**src/rtl/audio_pkg.sv**
```systemverilog
// Shared types and helpers for the audio sample sequencer.
//   seq_state_t   : sequencer FSM states
//   audio_mid()   : PCM midpoint (silence) for a given sample width
//   MID           : midpoint for the default 8-bit sample width
//   scale_sample(): volume-scales an unsigned PCM sample around the midpoint
package audio_pkg;

  typedef enum logic [1:0] {
    IDLE    = 2'd0,
    PLAY    = 2'd1,
    STARVED = 2'd2
  } seq_state_t;

  // Silence level of an unsigned PCM sample: 2^(width-1).
  function automatic int unsigned audio_mid(input int unsigned width);
    return 32'd1 << (width - 32'd1);
  endfunction

  localparam int unsigned AUDIO_BIT_WIDTH = 8;
  localparam int unsigned MID = audio_mid(AUDIO_BIT_WIDTH);

  // mid + ((sample - mid) * vol) >>> vw, with vol clamped to unity (2^vw).
  // With vol <= unity the result stays inside 0..2^bw-1.
  function automatic logic [31:0] scale_sample(input logic [31:0] sample,
                                               input logic [31:0] vol,
                                               input int unsigned bw,
                                               input int unsigned vw);
    logic [31:0]        vol_c;
    logic signed [63:0] s;
    logic signed [63:0] p;
    vol_c = (vol > (32'd1 << vw)) ? (32'd1 << vw) : vol;
    s     = $signed({32'd0, sample}) - $signed(64'(audio_mid(bw)));
    p     = (s * $signed({32'd0, vol_c})) >>> vw;
    return 32'(p + $signed(64'(audio_mid(bw))));
  endfunction

endpackage

```
**src/rtl/audio_sample_fifo.sv**
```systemverilog
// Synchronous first-word-fall-through sample FIFO.
//   clk, rst   : clock, async active-high reset
//   push       : write request (ignored when full or flushing)
//   push_data  : write data
//   pop        : read request (ignored when empty or flushing)
//   flush      : empties the FIFO next cycle, voiding same-cycle push/pop
//   head_c     : current head entry (valid while !empty)
//   count      : registered occupancy
//   full/empty : registered occupancy flags
module audio_sample_fifo #(
  parameter int unsigned WIDTH = 8,
  parameter int unsigned DEPTH = 16
) (
  input  logic                     clk,
  input  logic                     rst,
  input  logic                     push,
  input  logic [WIDTH-1:0]         push_data,
  input  logic                     pop,
  input  logic                     flush,
  output logic [WIDTH-1:0]         head_c,
  output logic [$clog2(DEPTH):0]   count,
  output logic                     full,
  output logic                     empty
);

  localparam int unsigned PTR_W = $clog2(DEPTH);
  localparam int unsigned CNT_W = PTR_W + 1;

  logic [WIDTH-1:0] mem [DEPTH];
  logic [PTR_W-1:0] rd_ptr;
  logic [PTR_W-1:0] wr_ptr;
  logic [CNT_W-1:0] count_n;
  logic             push_ok_c;
  logic             pop_ok_c;

  // Flags are registered, so a same-cycle pop never frees room for a push
  // and a push into an empty FIFO is not visible to pop until next cycle.
  assign push_ok_c = push && !full && !flush;
  assign pop_ok_c  = pop && !empty && !flush;
  assign head_c    = mem[rd_ptr];

  // Next occupancy
  always_comb begin
    count_n = count;
    if (flush) begin
      count_n = '0;
    end else if (push_ok_c && !pop_ok_c) begin
      count_n = count + CNT_W'(1);
    end else if (!push_ok_c && pop_ok_c) begin
      count_n = count - CNT_W'(1);
    end
  end

  // Pointers and flags
  always_ff @(posedge clk or posedge rst) begin
    if (rst) begin
      rd_ptr <= '0;
      wr_ptr <= '0;
      count  <= '0;
      full   <= 1'b0;
      empty  <= 1'b1;
    end else begin
      if (flush) begin
        rd_ptr <= '0;
        wr_ptr <= '0;
      end else begin
        if (push_ok_c) wr_ptr <= wr_ptr + PTR_W'(1);
        if (pop_ok_c)  rd_ptr <= rd_ptr + PTR_W'(1);
      end
      count <= count_n;
      full  <= (count_n == CNT_W'(DEPTH));
      empty <= (count_n == '0);
    end
  end

  // Storage
  always_ff @(posedge clk) begin
    if (push_ok_c) mem[wr_ptr] <= push_data;
  end

endmodule

```
**src/rtl/audio_sample_sequencer.sv**
```systemverilog
// Audio sample sequencer: buffers CPU-written PCM samples and feeds them to
// pwm_generator as its duty, committing changes only on PWM period boundaries.
// Optional volume scaling is built when AUDIO_VOLUME_EN is defined; otherwise
// duty = {0, sample} and the volume port is ignored.
//   clk, rst      : clock shared with pwm_generator, async active-high reset
//   enable        : playback running
//   flush         : sync pulse, empties the FIFO
//   sample_div    : sample tick every sample_div+1 PWM periods
//   volume        : gain, unity = 2^VOL_W
//   wr_valid/wr_data/wr_ready : sample write handshake
//   fifo_count    : FIFO occupancy
//   underrun      : sticky, a tick found the FIFO empty; underrun_clr clears
//   duty          : to pwm_generator.duty
module audio_sample_sequencer
  import audio_pkg::*;
#(
  parameter int unsigned BIT_WIDTH  = 8,
  parameter int unsigned FIFO_DEPTH = 16,
  parameter int unsigned DIV_W      = 8,
  parameter int unsigned VOL_W      = 8
) (
  input  logic                        clk,
  input  logic                        rst,
  input  logic                        enable,
  input  logic                        flush,
  input  logic [DIV_W-1:0]            sample_div,
  input  logic [VOL_W:0]              volume,
  input  logic                        wr_valid,
  input  logic [BIT_WIDTH-1:0]        wr_data,
  output logic                        wr_ready,
  output logic [$clog2(FIFO_DEPTH):0] fifo_count,
  output logic                        underrun,
  input  logic                        underrun_clr,
  output logic [BIT_WIDTH:0]          duty
);

  localparam int unsigned      DUTY_W   = BIT_WIDTH + 1;
  localparam logic [DUTY_W-1:0] DUTY_MID = DUTY_W'(audio_mid(BIT_WIDTH));

  seq_state_t           state;
  seq_state_t           state_n;
  logic [BIT_WIDTH-1:0] phase;
  logic [DIV_W-1:0]     div_cnt;
  logic [DIV_W-1:0]     div_cnt_n;
  logic [DUTY_W-1:0]    duty_n;
  logic                 underrun_n;
  logic                 boundary_c;
  logic                 tick_c;
  logic                 pop_c;
  logic [BIT_WIDTH-1:0] head_c;
  logic [DUTY_W-1:0]    scaled_c;
  logic                 fifo_full;
  logic                 fifo_empty;

  audio_sample_fifo #(
    .WIDTH (BIT_WIDTH),
    .DEPTH (FIFO_DEPTH)
  ) u_fifo (
    .clk       (clk),
    .rst       (rst),
    .push      (wr_valid),
    .push_data (wr_data),
    .pop       (pop_c),
    .flush     (flush),
    .head_c    (head_c),
    .count     (fifo_count),
    .full      (fifo_full),
    .empty     (fifo_empty)
  );

  assign wr_ready = ~fifo_full;

  // Last clock of a PWM period: a duty registered here applies from pwm counter 0.
  assign boundary_c = &phase;
  assign tick_c     = boundary_c && enable && (div_cnt == '0);

`ifdef AUDIO_VOLUME_EN
  assign scaled_c = DUTY_W'(scale_sample(32'(head_c), 32'(volume), BIT_WIDTH, VOL_W));
`else
  logic unused_volume;
  assign unused_volume = ^volume;
  assign scaled_c      = {1'b0, head_c};
`endif

  // Next state, duty, underrun and divider
  always_comb begin
    state_n    = state;
    duty_n     = duty;
    underrun_n = underrun;
    div_cnt_n  = div_cnt;
    pop_c      = 1'b0;

    if (underrun_clr) underrun_n = 1'b0;

    if (!enable) begin
      state_n = IDLE;
      if (boundary_c) duty_n = DUTY_MID;
    end else begin
      case (state)
        IDLE: begin
          state_n = PLAY;
          if (boundary_c) duty_n = DUTY_MID;
        end
        PLAY, STARVED: begin
          if (tick_c) begin
            // A flush voids the pop: treat the FIFO as empty for this tick.
            if (!fifo_empty && !flush) begin
              pop_c   = 1'b1;
              duty_n  = scaled_c;
              state_n = PLAY;
            end else begin
              duty_n = DUTY_MID;
              if (state == PLAY) begin
                underrun_n = 1'b1;
                state_n    = STARVED;
              end
            end
          end
        end
        default: state_n = IDLE;
      endcase
    end

    if (!enable) begin
      div_cnt_n = '0;
    end else if (tick_c) begin
      div_cnt_n = sample_div;
    end else if (boundary_c && (div_cnt != '0)) begin
      div_cnt_n = div_cnt - DIV_W'(1);
    end
  end

  // State registers
  always_ff @(posedge clk or posedge rst) begin
    if (rst) begin
      state    <= IDLE;
      phase    <= '0;
      div_cnt  <= '0;
      duty     <= DUTY_MID;
      underrun <= 1'b0;
    end else begin
      state    <= state_n;
      phase    <= phase + BIT_WIDTH'(1);
      div_cnt  <= div_cnt_n;
      duty     <= duty_n;
      underrun <= underrun_n;
    end
  end

endmodule

```
**config.mk**
```make
export PLATFORM = sky130hd
export DESIGN_NAME = audio_sample_sequencer
export DESIGN_NICKNAME = d
export VERILOG_FILES = /design/src/rtl/audio_pkg.sv /design/src/rtl/audio_sample_fifo.sv /design/src/rtl/audio_sample_sequencer.sv
export SDC_FILE = /design/constraint.sdc
export NUM_CORES = 1
export LEC_CHECK = 0
export BUFFER_PORTS_ARGS = -buffer_cell sky130_fd_sc_hd__buf_4
export CORE_MARGIN = 1
export CORE_UTILIZATION = 46
export CTS_CLUSTER_DIAMETER = 50
export CTS_CLUSTER_SIZE = 8
export DETAILED_ROUTE_END_ITERATION = 10
export PLACE_DENSITY = 0.76
export SYNTH_ARGS = -nofsm -noshare
export SYNTH_HDL_FRONTEND = slang
export SYNTH_HIERARCHICAL = 1
export SYNTH_SLANG_ARGS = --single-unit
```
**constraint.sdc**
```tcl
create_clock -name clk -period 3.3 [get_ports clk]
set_input_delay 0 -clock clk [delete_from_list [all_inputs] [get_ports clk]]
set_output_delay 0 -clock clk [all_outputs]
set_load 0.01 [all_outputs]
```
==> metrics.md, run 1 <==
| Metric | Value |
|---|---|
| Worst-Margin Slew | 1.05 ns |
| Clock Power Share | 0.412 |
| Class of the most critical setup path | flip-flop to flip-flop |
| Setup tns final | 0 ns |
| Die H | 129 um |
| Final net count | 543 |
| Worst Path Buf+Inv | 0 |
| Syn nets | 484 |
| CTS tree | built |
| Routed vias | 4023 |
| Post-CTS Setup Inserts | 0 |
| Clock Tree Root | clkbuf_16 |
| Max-cap violations | 0 |
| Total die area | 16600 sq um |
| Switching part of the total power | 0.214 |
| Dominant synthesized flop cell | edfxtp_1 |
| CORE AREA | 15800 sq um |
| Met1 usage | 0.229 |
| WHS Endpoint | div_cnt[2]$_DFFE_PP0P_ |
| Final setup fails | 0 |
| Hold Crit Class | input pin to flip-flop |
| Initial DRC Count | 279 |
| Final Max Tran Viols | 0 |
| Design Area, Final | 8600 sq um |
| DRC | 0 |
| Setup repair after global routing missed its margin | no |
| GR Util All Layers | 0.177 |
| Net Switching | 916 uW |
| Antenna diode count | 0 |
| # IOs | 47 |
| Vias in the first global route | 4043 |
| Drt wl/cell | 18.7 um |
| Min Tclk post-route | 3.10 ns |
| Final hold vios | 0 |
| Relative slew slack | 0.301 |
| Total CTS buffers | 17 |
| Busiest grt layer | met2 |
| Hold Startpoint | sample_div[2] |
| Peak VDD IR | 0.000376 V |
| Setup crit end kind | flip-flop |
| PD cells | 498 nW/um^2 |
| Clock buffer depth | 2 |
| Initial antenna violation count | 0 |
| Worst Reg-to-Reg Cells | 9 |
| 1st-pass router iterations | 6 |
| GR met3 Demand/Resource | 0.0507 |
| Fmax | 322 MHz |
| Routed Antenna Nets | 0 |
| Worst R2R End | u_fifo/full$_DFF_PP0_ |
| FF-to-FF Start | phase[0]$_DFF_PP0_ |
| Leak | 3.13 nW |
| Routability cong. | 0.881 |
| CTS H-tree depth | 4 |
| Internal | 3.36 mW |
| Final period util | 0.940 |
| Fin Clk Skew | 0.00715 ns |
| GR Util met2 | 0.290 |
| Port bufs | 37 |
| Area Growth Syn to Fin | 15.9% |
| Std-Cell Rows | 46 |
| Yosys reg bits | 171 |
| Largest net degree at the start of global routing | 36 |
| Syn Area/Cell | 16.9 sq um |
| Crit path cell chain | ha_1, nand3_1, or2_2, nor4_2, nor2b_2, nor3_1, a31oi_1, mux2_2, nor3b_1 |
| Max incr delay on CP | 0.48 ns |
| Area of the mapped netlist | 7420 sq um |
| Reg2reg setup slack | 0.20 ns |
| YS warnings | 6 |
| Total gr overflow | 0 |
| Worst path required time | 3.62 ns |
| Delay-heaviest family, CP | simple AND/OR/NAND/NOR gates |
| Slowest cell on crit path | nor4_2 |
| Post-Syn Instances | 439 |
| TritonCTS sink count | 171 |
| Final wirelength | 13500 um |
| Worst-Skew Late Latency | 0.42 ns |
| Die Span X | 129 um |
| Vias/cell | 5.55 |
| Setup crit start kind | flip-flop |
| Placed Area | 7910 sq um |
| Data arrival, critical path | 3.42 ns |
| Fraction of layout cells with a size suffix above 1 | 0.185 |
| Initial core utilization | 0.469 |
| Total power | 4.28 mW |
| Worst-path clk slew | 0.06 ns |
| Status | completed |
| Sequential area share after synthesis | 0.664 |
| EDFF count, synth | 128 |
| Distinct cell type count after synthesis | 58 |
| First-pass GRT wire length | 21600 um |
| Combinational power share | 0.038 |
| Crit path max fanout | 12 |
| Asr flop ratio synth | 0.251 |
| Worst Hold Depth | 4 |
| Dpl hpwl | 9000 um |
| Share of power burned in registers | 0.549 |
## routing by layer
| layer | part of all wire | wire, um |
|---|---|---|
| met5 | 0 | 0 |
| met4 | 0.014 | 186 |
| met3 | 0.038 | 513 |
| met2 | 0.51 | 6870 |
| met1 | 0.44 | 5970 |
## power groups by stage
| stage | registers, mW | clock network [mW] | logic, mW |
|---|---|---|---|
| after detailed placement | 2.39 | 0 | 0.148 |
| final | 2.35 | 1.77 | 0.164 |
| after floorplan | 2.39 | 0 | 0.0795 |
| after global routing | 2.35 | 1.89 | 0.185 |
| after CTS | 2.35 | 1.80 | 0.165 |
| after global placement | 2.39 | 0 | 0.139 |
## registers in the layout (all words and copies together), names as in the netlist, 2 cells and up
| signal | flops |
|---|---|
| u_fifo/rd_ptr | 4 |
| u_fifo/count | 5 |
| u_fifo/wr_ptr | 4 |
| phase | 8 |
| u_fifo/mem | 128 |
| div_cnt | 8 |
| duty | 9 |
| state | 2 |
## cells in the mapped netlist (3+ instances only)
cell type | number | area (sq um)
edfxtp_1 | 128 | 3840
dfrtp_1 | 41 | 1030
mux4_1 | 30 | 788
inv_1 | 19 | 71.3
and2_1 | 17 | 106
nand2_1 | 17 | 63.8
nor2_1 | 16 | 60.1
ha_1 | 14 | 175
a21oi_1 | 13 | 65.1
mux4_2 | 10 | 225
clkbuf_1 | 9 | 33.8
nand3_1 | 9 | 45.0
o21ai_0 | 9 | 45.0
a22o_1 | 7 | 61.3
nor3_1 | 7 | 35.0
xor2_1 | 7 | 61.3
and3_1 | 6 | 37.5
xnor2_1 | 6 | 52.6
a31oi_1 | 4 | 25.0
nand4_1 | 4 | 25.0
nor2b_1 | 4 | 25.0
buf_1 | 3 | 11.3
buf_2 | 3 | 15.0
buf_6 | 3 | 33.8
o311ai_0 | 3 | 26.3
o31ai_1 | 3 | 22.5
or2_2 | 3 | 18.8
## logic make-up after synthesis
kind of cell               share of synthesized area
AOI/OAI and AO/OA                             0.0474
xor gates and xnor gates                      0.0153
adders and majority gates                     0.0236
buffers and inverters                         0.0243
DFF                                            0.664
muxes                                          0.143
and+or+nand+nor                               0.0833
## worst max-delay path by stage
stage                           startpoint                    end  slack [ns]  depth (start not counted)
floorplan           div_cnt[0]$_DFFE_PP0P_  u_fifo/full$_DFF_PP0_        0.21                         10
global placement        phase[0]$_DFF_PP0_  u_fifo/full$_DFF_PP0_        0.40                          9
detailed placement      phase[0]$_DFF_PP0_  u_fifo/full$_DFF_PP0_        0.26                          9
CTS                     phase[0]$_DFF_PP0_  u_fifo/full$_DFF_PP0_        0.25                          9
global route            phase[0]$_DFF_PP0_  u_fifo/full$_DFF_PP0_        0.03                          9
finish                  phase[0]$_DFF_PP0_  u_fifo/full$_DFF_PP0_        0.20                          9
## worst reg2reg max path, cell delays in order (launching register included)
cell and delay, ns:
dfrtp_1 0.38, ha_1 0.19, nand3_1 0.17, or2_2 0.43, nor4_2 0.48, nor2b_2 0.40
nor3_1 0.09, a31oi_1 0.21, mux2_2 0.39, nor3b_1 0.26
## metrics by stage
| stage | hold slack (ns) | setup slack [ns] | instances | util |
|---|---|---|---|---|
| 2_1_floorplan | -0.0992 | 0.208 | 439 | - |
| 3_3_place_gp | 0.0928 | 0.402 | 678 | 0.500 |
| 3_5_place_dp | 0.0992 | 0.256 | 678 | 0.500 |
| 4_1_cts | 0.0105 | 0.248 | 725 | 0.543 |
| 5_1_grt | 0.0448 | 0.0309 | 725 | 0.543 |
| 6_report | 0.0402 | 0.199 | 725 | 0.543 |
## cells in the final DEF, fill, tap and decap left out, types with 4 or more instances in the layout
cell type	n
edfxtp_1	128
dfrtp_1	41
buf_4	41
mux4_1	30
inv_1	19
nand2_1	17
and2_1	17
clkbuf_16	17
dlygate4sd3_1	17
nor2_1	16
ha_1	14
a21oi_1	13
mux4_2	10
nand3_1	9
o21ai_0	9
nor3_1	7
a22o_1	7
xor2_1	7
and3_1	6
xnor2_1	6
nand4_1	4
a31oi_1	4
clkinv_1	4
inv_6	4
## layout make-up
cell class / count / area, sq um
Fill cell: 1203 / 7230
Multi-Input combinational cell: 230 / 2320
Clock buffer: 17 / 425
Inverter: 19 / 71.3
Tap cell: 216 / 270
Clock inverter: 13 / 95.1
Timing Repair Buffer: 59 / 498
Sequential cell: 171 / 4920
## timing repair
item | 4_1_cts | 5_1_grt
setup endpoints to repair | 0 | 2
hold endpoints to repair | 187 | 0
hold buffers | 17 | 0
gates resized for setup | 0 | 1
Note: power is estimated with default switching activity, not from simulation.
==> run 2, diff against run 1 <==
Settings changed: PLACE_DENSITY 0.76 to unset.
Clock period 3.3 ns to 3.4 ns, I/O delays scaled along.
==> metrics.md, run 2 (synthesis results as in run 1) <==
| Metric | Value |
|---|---|
| Clock buffer depth | 2 |
| First-pass GRT wire length | 23500 um |
| Crit path max fanout | 12 |
| Final Max Tran Viols | 0 |
| Setup crit start kind | flip-flop |
| Hold Startpoint | sample_div[4] |
| Final net count | 546 |
| Worst-path clk slew | 0.07 ns |
| Peak VDD IR | 0.000366 V |
| Leading cell type in the layout, fill and taps excluded | edfxtp_1 |
| Fill cell count | 1256 |
| Final hold vios | 0 |
| Setup tns final | 0 ns |
| Final wirelength | 15100 um |
| Total CTS buffers | 17 |
| Die Span X | 129 um |
| Worst Path Buf+Inv | 1 |
| Port bufs | 37 |
| Crit path cell chain | ha_1, nand3_1, or2_2, nor4_2, nor2b_1, buf_4, nor3_1, a31oi_1, mux2_2, nor3_1 |
| Post-CTS Setup Inserts | 0 |
| Fin Clk Skew | 0.00896 ns |
| Leak | 3.16 nW |
| Final setup fails | 0 |
| Status | completed |
| Worst path required time | 3.74 ns |
| Most frequent cells in the layout | edfxtp_1 (128), buf_4 (44), dfrtp_1 (41), mux4_1 (30) |
| Final period util | 0.861 |
| Delay-heaviest family, CP | simple AND/OR/NAND/NOR gates |
| GR Util All Layers | 0.200 |
| Worst R2R End | u_fifo/empty$_DFF_PP1_ |
| Hold_buf cts | 18 |
| Total gr overflow | 0 |
| Data arrival, critical path | 3.27 ns |
| Largest registers | u_fifo/mem (128), duty (9) |
| Reg2reg setup slack | 0.47 ns |
| Final WS setup | 0.472 ns |
| Total die area | 16600 sq um |
| Routed vias | 4062 |
| Max reg flops | 128 |
| Vias/cell | 5.56 |
| Initial antenna violation count | 0 |
| Fraction of layout cells with a size suffix above 1 | 0.189 |
| CTS tree | built |
| Largest net degree at the start of global routing | 36 |
| Vias in the first global route | 4145 |
| Std-Cell Rows | 46 |
| Worst Reg-to-Reg Cells | 10 |
| Setup crit end kind | flip-flop |
| Clock Tree Root | clkbuf_16 |
| Worst-Margin Slew | 0.831 ns |
| Max-cap violations | 0 |
| Routed Antenna Nets | 0 |
| Area Growth Syn to Fin | 17.0% |
| Routability cong. | 0.817 |
| DRC | 0 |
| Worst Hold Depth | 4 |
| Worst slack, placed | 0.480 ns |
| PD cells | 500 nW/um^2 |
| Initial core utilization | 0.469 |
| Hold Crit Class | input pin to flip-flop |
| Max incr delay on CP | 0.44 ns |
| Worst-Skew Late Latency | 0.42 ns |
| TritonCTS sink count | 171 |
| CORE AREA | 15800 sq um |
| Dpl hpwl | 9320 um |
| CTS H-tree depth | 4 |
| WHS Endpoint | div_cnt[4]$_DFFE_PP0P_ |
| # IOs | 47 |
| Relative slew slack | 0.442 |
| Slowest cell on crit path | or2_2 |
| Register with the most flip-flops | u_fifo/mem |
| Fmax | 341 MHz |
| CP dominant cell by count | nor3_1 |
| Setup repair after global routing missed its margin | no |
| FF-to-FF Start | phase[0]$_DFF_PP0_ |
| 1st-pass router iterations | 6 |
| Initial DRC Count | 282 |
| Die H | 129 um |
| Post_cts resized | 0 |
| Drt wl/cell | 20.6 um |
| Class of the most critical setup path | flip-flop to flip-flop |
| Antenna diode count | 0 |
| Min Tclk post-route | 2.93 ns |
[run 2: cell types whose count changed in the layout (fill, tap and decap cells not counted), sizes merged]
cell | before | now
bufinv | 0 | 1
buf | 42 | 44
inv | 24 | 21
clkbuf | 17 | 24
dlygate4sd3 | 17 | 18
clkinv | 7 | 1
clkinvlp | 1 | 4
[run 2: worst max-delay path by stage]
stage | from | end | slack, ns | depth (start not counted)
global route | phase[0]$_DFF_PP0_ | u_fifo/empty$_DFF_PP1_ | 0.23 | 10
CTS | phase[0]$_DFF_PP0_ | u_fifo/full$_DFF_PP0_ | 0.46 | 9
finish | phase[0]$_DFF_PP0_ | u_fifo/empty$_DFF_PP1_ | 0.47 | 10
detailed placement | phase[0]$_DFF_PP0_ | u_fifo/full$_DFF_PP0_ | 0.48 | 9
global placement | phase[0]$_DFF_PP0_ | u_fifo/full$_DFF_PP0_ | 0.52 | 9
floorplan | div_cnt[0]$_DFFE_PP0P_ | u_fifo/full$_DFF_PP0_ | 0.31 | 10
[run 2: through the flow]
stage	power [mW]	hold WS (ns)	cell area (sq um)	utilization	instances
2_1_floorplan	2.40	-0.0992	7420	-	439
6_report	4.34	0.0291	8680	0.548	730
3_3_place_gp	2.46	0.105	7910	0.500	680
4_1_cts	4.37	0.0204	8680	0.548	730
5_1_grt	4.48	0.0409	8680	0.548	730
3_5_place_dp	2.47	0.121	7910	0.500	680
[run 2: worst register-to-register path: stages, from the launching register on]
cell	delay (ns)
dfrtp_1	0.37
ha_1	0.19
nand3_1	0.19
or2_2	0.45
nor4_2	0.43
nor2b_1	0.18
buf_4	0.18
nor3_1	0.07
a31oi_1	0.21
mux2_2	0.38
nor3_1	0.21
[run 2: power breakdown]
group	leakage (nW)	total [mW]	internal, mW	switching [mW]
clock	0.274	1.90	1.12	0.780
combinational	1.16	0.160	0.0692	0.0908
sequential	1.73	2.28	2.27	0.0139
total	3.16	4.34	3.46	0.884
[run 2: final cells by class]
type | instances | area (sq um) | area share
Clock inverter | 8 | 82.6 | 0.00952
Tap cell | 216 | 270 | 0.0311
Sequential cell | 171 | 4920 | 0.567
Inverter | 19 | 71.3 | 0.00822
Multi-Input combinational cell | 230 | 2320 | 0.267
Clock buffer | 24 | 504 | 0.0581
Timing Repair Buffer | 62 | 510 | 0.0588
[run 2: metal layers]
layer / wire length, um / GRT usage / part of all wire / vias to the layer above
met5: 0 / 0 / 0 / -
met4: 263 / 0.0775 / 0.017 / 0
met3: 646 / 0.0407 / 0.043 / 19
met2: 7470 / 0.327 / 0.50 / 102
met1: 6670 / 0.265 / 0.44 / 2074
li1: - / - / - / 1867
==> run 3, diff against run 2 <==
Settings changed: CTS_CLUSTER_DIAMETER 50 to unset, PLACE_DENSITY set to 0.68.
==> metrics.md, run 3 (synthesis results as in run 1) <==
| Metric | Value |
|---|---|
| Max-cap violations | 0 |
| Std-Cell Rows | 46 |
| Crit path max fanout | 12 |
| Min Tclk post-route | 3.07 ns |
| Dpl hpwl | 8880 um |
| CORE AREA | 15800 sq um |
| Post-CTS Setup Inserts | 0 |
| Vias in the first global route | 3972 |
| Worst path required time | 3.73 ns |
| Relative slew slack | 0.293 |
| Register with the most flip-flops | u_fifo/mem |
| Worst-path clk slew | 0.06 ns |
| Initial core utilization | 0.469 |
| Data arrival, critical path | 3.41 ns |
| Peak VDD IR | 0.000347 V |
| Vias/cell | 5.51 |
| Hold_buf cts | 18 |
| First-pass GRT wire length | 21300 um |
| Total die area | 16600 sq um |
| Fin Clk Skew | 0.00835 ns |
| Initial antenna violation count | 0 |
| Hold Crit Class | input pin to flip-flop |
| Initial DRC Count | 205 |
| Final net count | 544 |
| Clock buffer depth | 2 |
| Routability cong. | 0.846 |
| Fmax | 326 MHz |
| Setup repair after global routing missed its margin | no |
| Fraction of layout cells with a size suffix above 1 | 0.178 |
| Largest net degree at the start of global routing | 36 |
| Post-route insts no fill | 727 |
| Leak | 3.11 nW |
| Class of the most critical setup path | flip-flop to flip-flop |
| Final setup fails | 0 |
| Largest registers | u_fifo/mem (128), duty (9) |
| Worst Hold Depth | 4 |
| Leading cell type in the layout, fill and taps excluded | edfxtp_1 |
| Final Max Tran Viols | 0 |
| Setup crit end kind | flip-flop |
| DRC | 0 |
| Most frequent cells in the layout | edfxtp_1 (128), buf_4 (42), dfrtp_1 (41), mux4_1 (30), inv_1 (19) |
| Final period util | 0.903 |
| Final WS setup | 0.328 ns |
| Routed vias | 4003 |
| Status | completed |
| Final wirelength | 13600 um |
| PD cells | 477 nW/um^2 |
| Total CTS buffers | 17 |
| Final core utilization | 0.541 |
| Setup tns final | 0 ns |
| Die H | 129 um |
| Post_cts resized | 0 |
| Die Span X | 129 um |
| # IOs | 47 |
| Fill cell count | 1256 |
| GR Util All Layers | 0.178 |
| CTS H-tree depth | 4 |
| 1st-pass router iterations | 4 |
| Setup crit start kind | flip-flop |
| Area Growth Syn to Fin | 15.5% |
| Final hold vios | 0 |
| Max reg flops | 128 |
| Drt wl/cell | 18.7 um |
| Worst-Skew Late Latency | 0.42 ns |
| Worst-Margin Slew | 1.06 ns |
| Hold Slack | 0.0401 ns |
| Worst slack, placed | 0.344 ns |
| Worst Reg-to-Reg Cells | 10 |
| Port bufs | 37 |
| Clock Tree Root | clkbuf_16 |
| Antenna diode count | 0 |
| DP Cell Count | 678 |
| Total gr overflow | 0 |
| CTS tree | built |
| Routed Antenna Nets | 0 |
| TritonCTS sink count | 171 |
[run 3: cell count changes in the layout (fill, tap and decap cells not counted)]
| cell | previous run | this run |
|---|---|---|
| clkinv_1 | 0 | 3 |
| clkinv_2 | 1 | 4 |
| buf_4 | 44 | 42 |
| clkbuf_16 | 19 | 17 |
| inv_6 | 2 | 0 |
| bufinv_16 | 1 | 0 |
| clkbuf_8 | 1 | 0 |
| clkinvlp_4 | 4 | 3 |
[run 3: final cells by class]
cell class,count,area (sq um),area share
Clock inverter,10,53.8,0.00628
Timing Repair Buffer,60,495,0.0578
Clock buffer,21,440,0.0514
Inverter,19,71.3,0.00832
Tap cell,216,270,0.0315
Multi-Input combinational cell,230,2320,0.270
Sequential cell,171,4920,0.574
[run 3: per-layer routing]
metal  GRT usage  share of wire  vias to the layer above
met5           0              0                        -
met4      0.0720          0.016                        0
met3      0.0520          0.046                       17
met2       0.285           0.49                      105
met1       0.228           0.45                     2011
li1            -              -                     1870
[run 3: worst max-delay path, cell delays in order (launching register included)]
cell,delay [ns]
dfrtp_1,0.37
ha_1,0.19
nand3_1,0.18
or2_2,0.44
nor4_2,0.49
nor2b_1,0.45
buf_4,0.22
xnor2_1,0.09
o31ai_1,0.22
o211ai_1,0.14
nor3b_1,0.19
[run 3: worst paths after layout]
check / start / endpoint / slack (ns)
min in group asynchronous: rst / u_fifo/count[4]$_DFF_PP0_ / 0.21
max in group asynchronous: rst / phase[6]$_DFF_PP0_ / 2.34
setup / recovery: phase[0]$_DFF_PP0_ / u_fifo/full$_DFF_PP0_ / 0.33
setup reg to reg: phase[0]$_DFF_PP0_ / u_fifo/full$_DFF_PP0_ / 0.33
hold reg to reg: phase[0]$_DFF_PP0_ / phase[0]$_DFF_PP0_ / 0.45
hold / removal: sample_div[3] / div_cnt[3]$_DFFE_PP0P_ / 0.04
[run 3: power breakdown]
group	internal, mW	total [mW]	switching [mW]
registers	2.27	2.28	0.0137
logic	0.0678	0.159	0.0908
clock network	0.914	1.65	0.737
[run 3: through the flow]
stage,total power [mW],instance area [sq um]
after detailed placement,2.47,7900
final,4.09,8570
after global routing,4.23,8570
after CTS,4.13,8570
after floorplan,2.40,7420
after global placement,2.46,7900
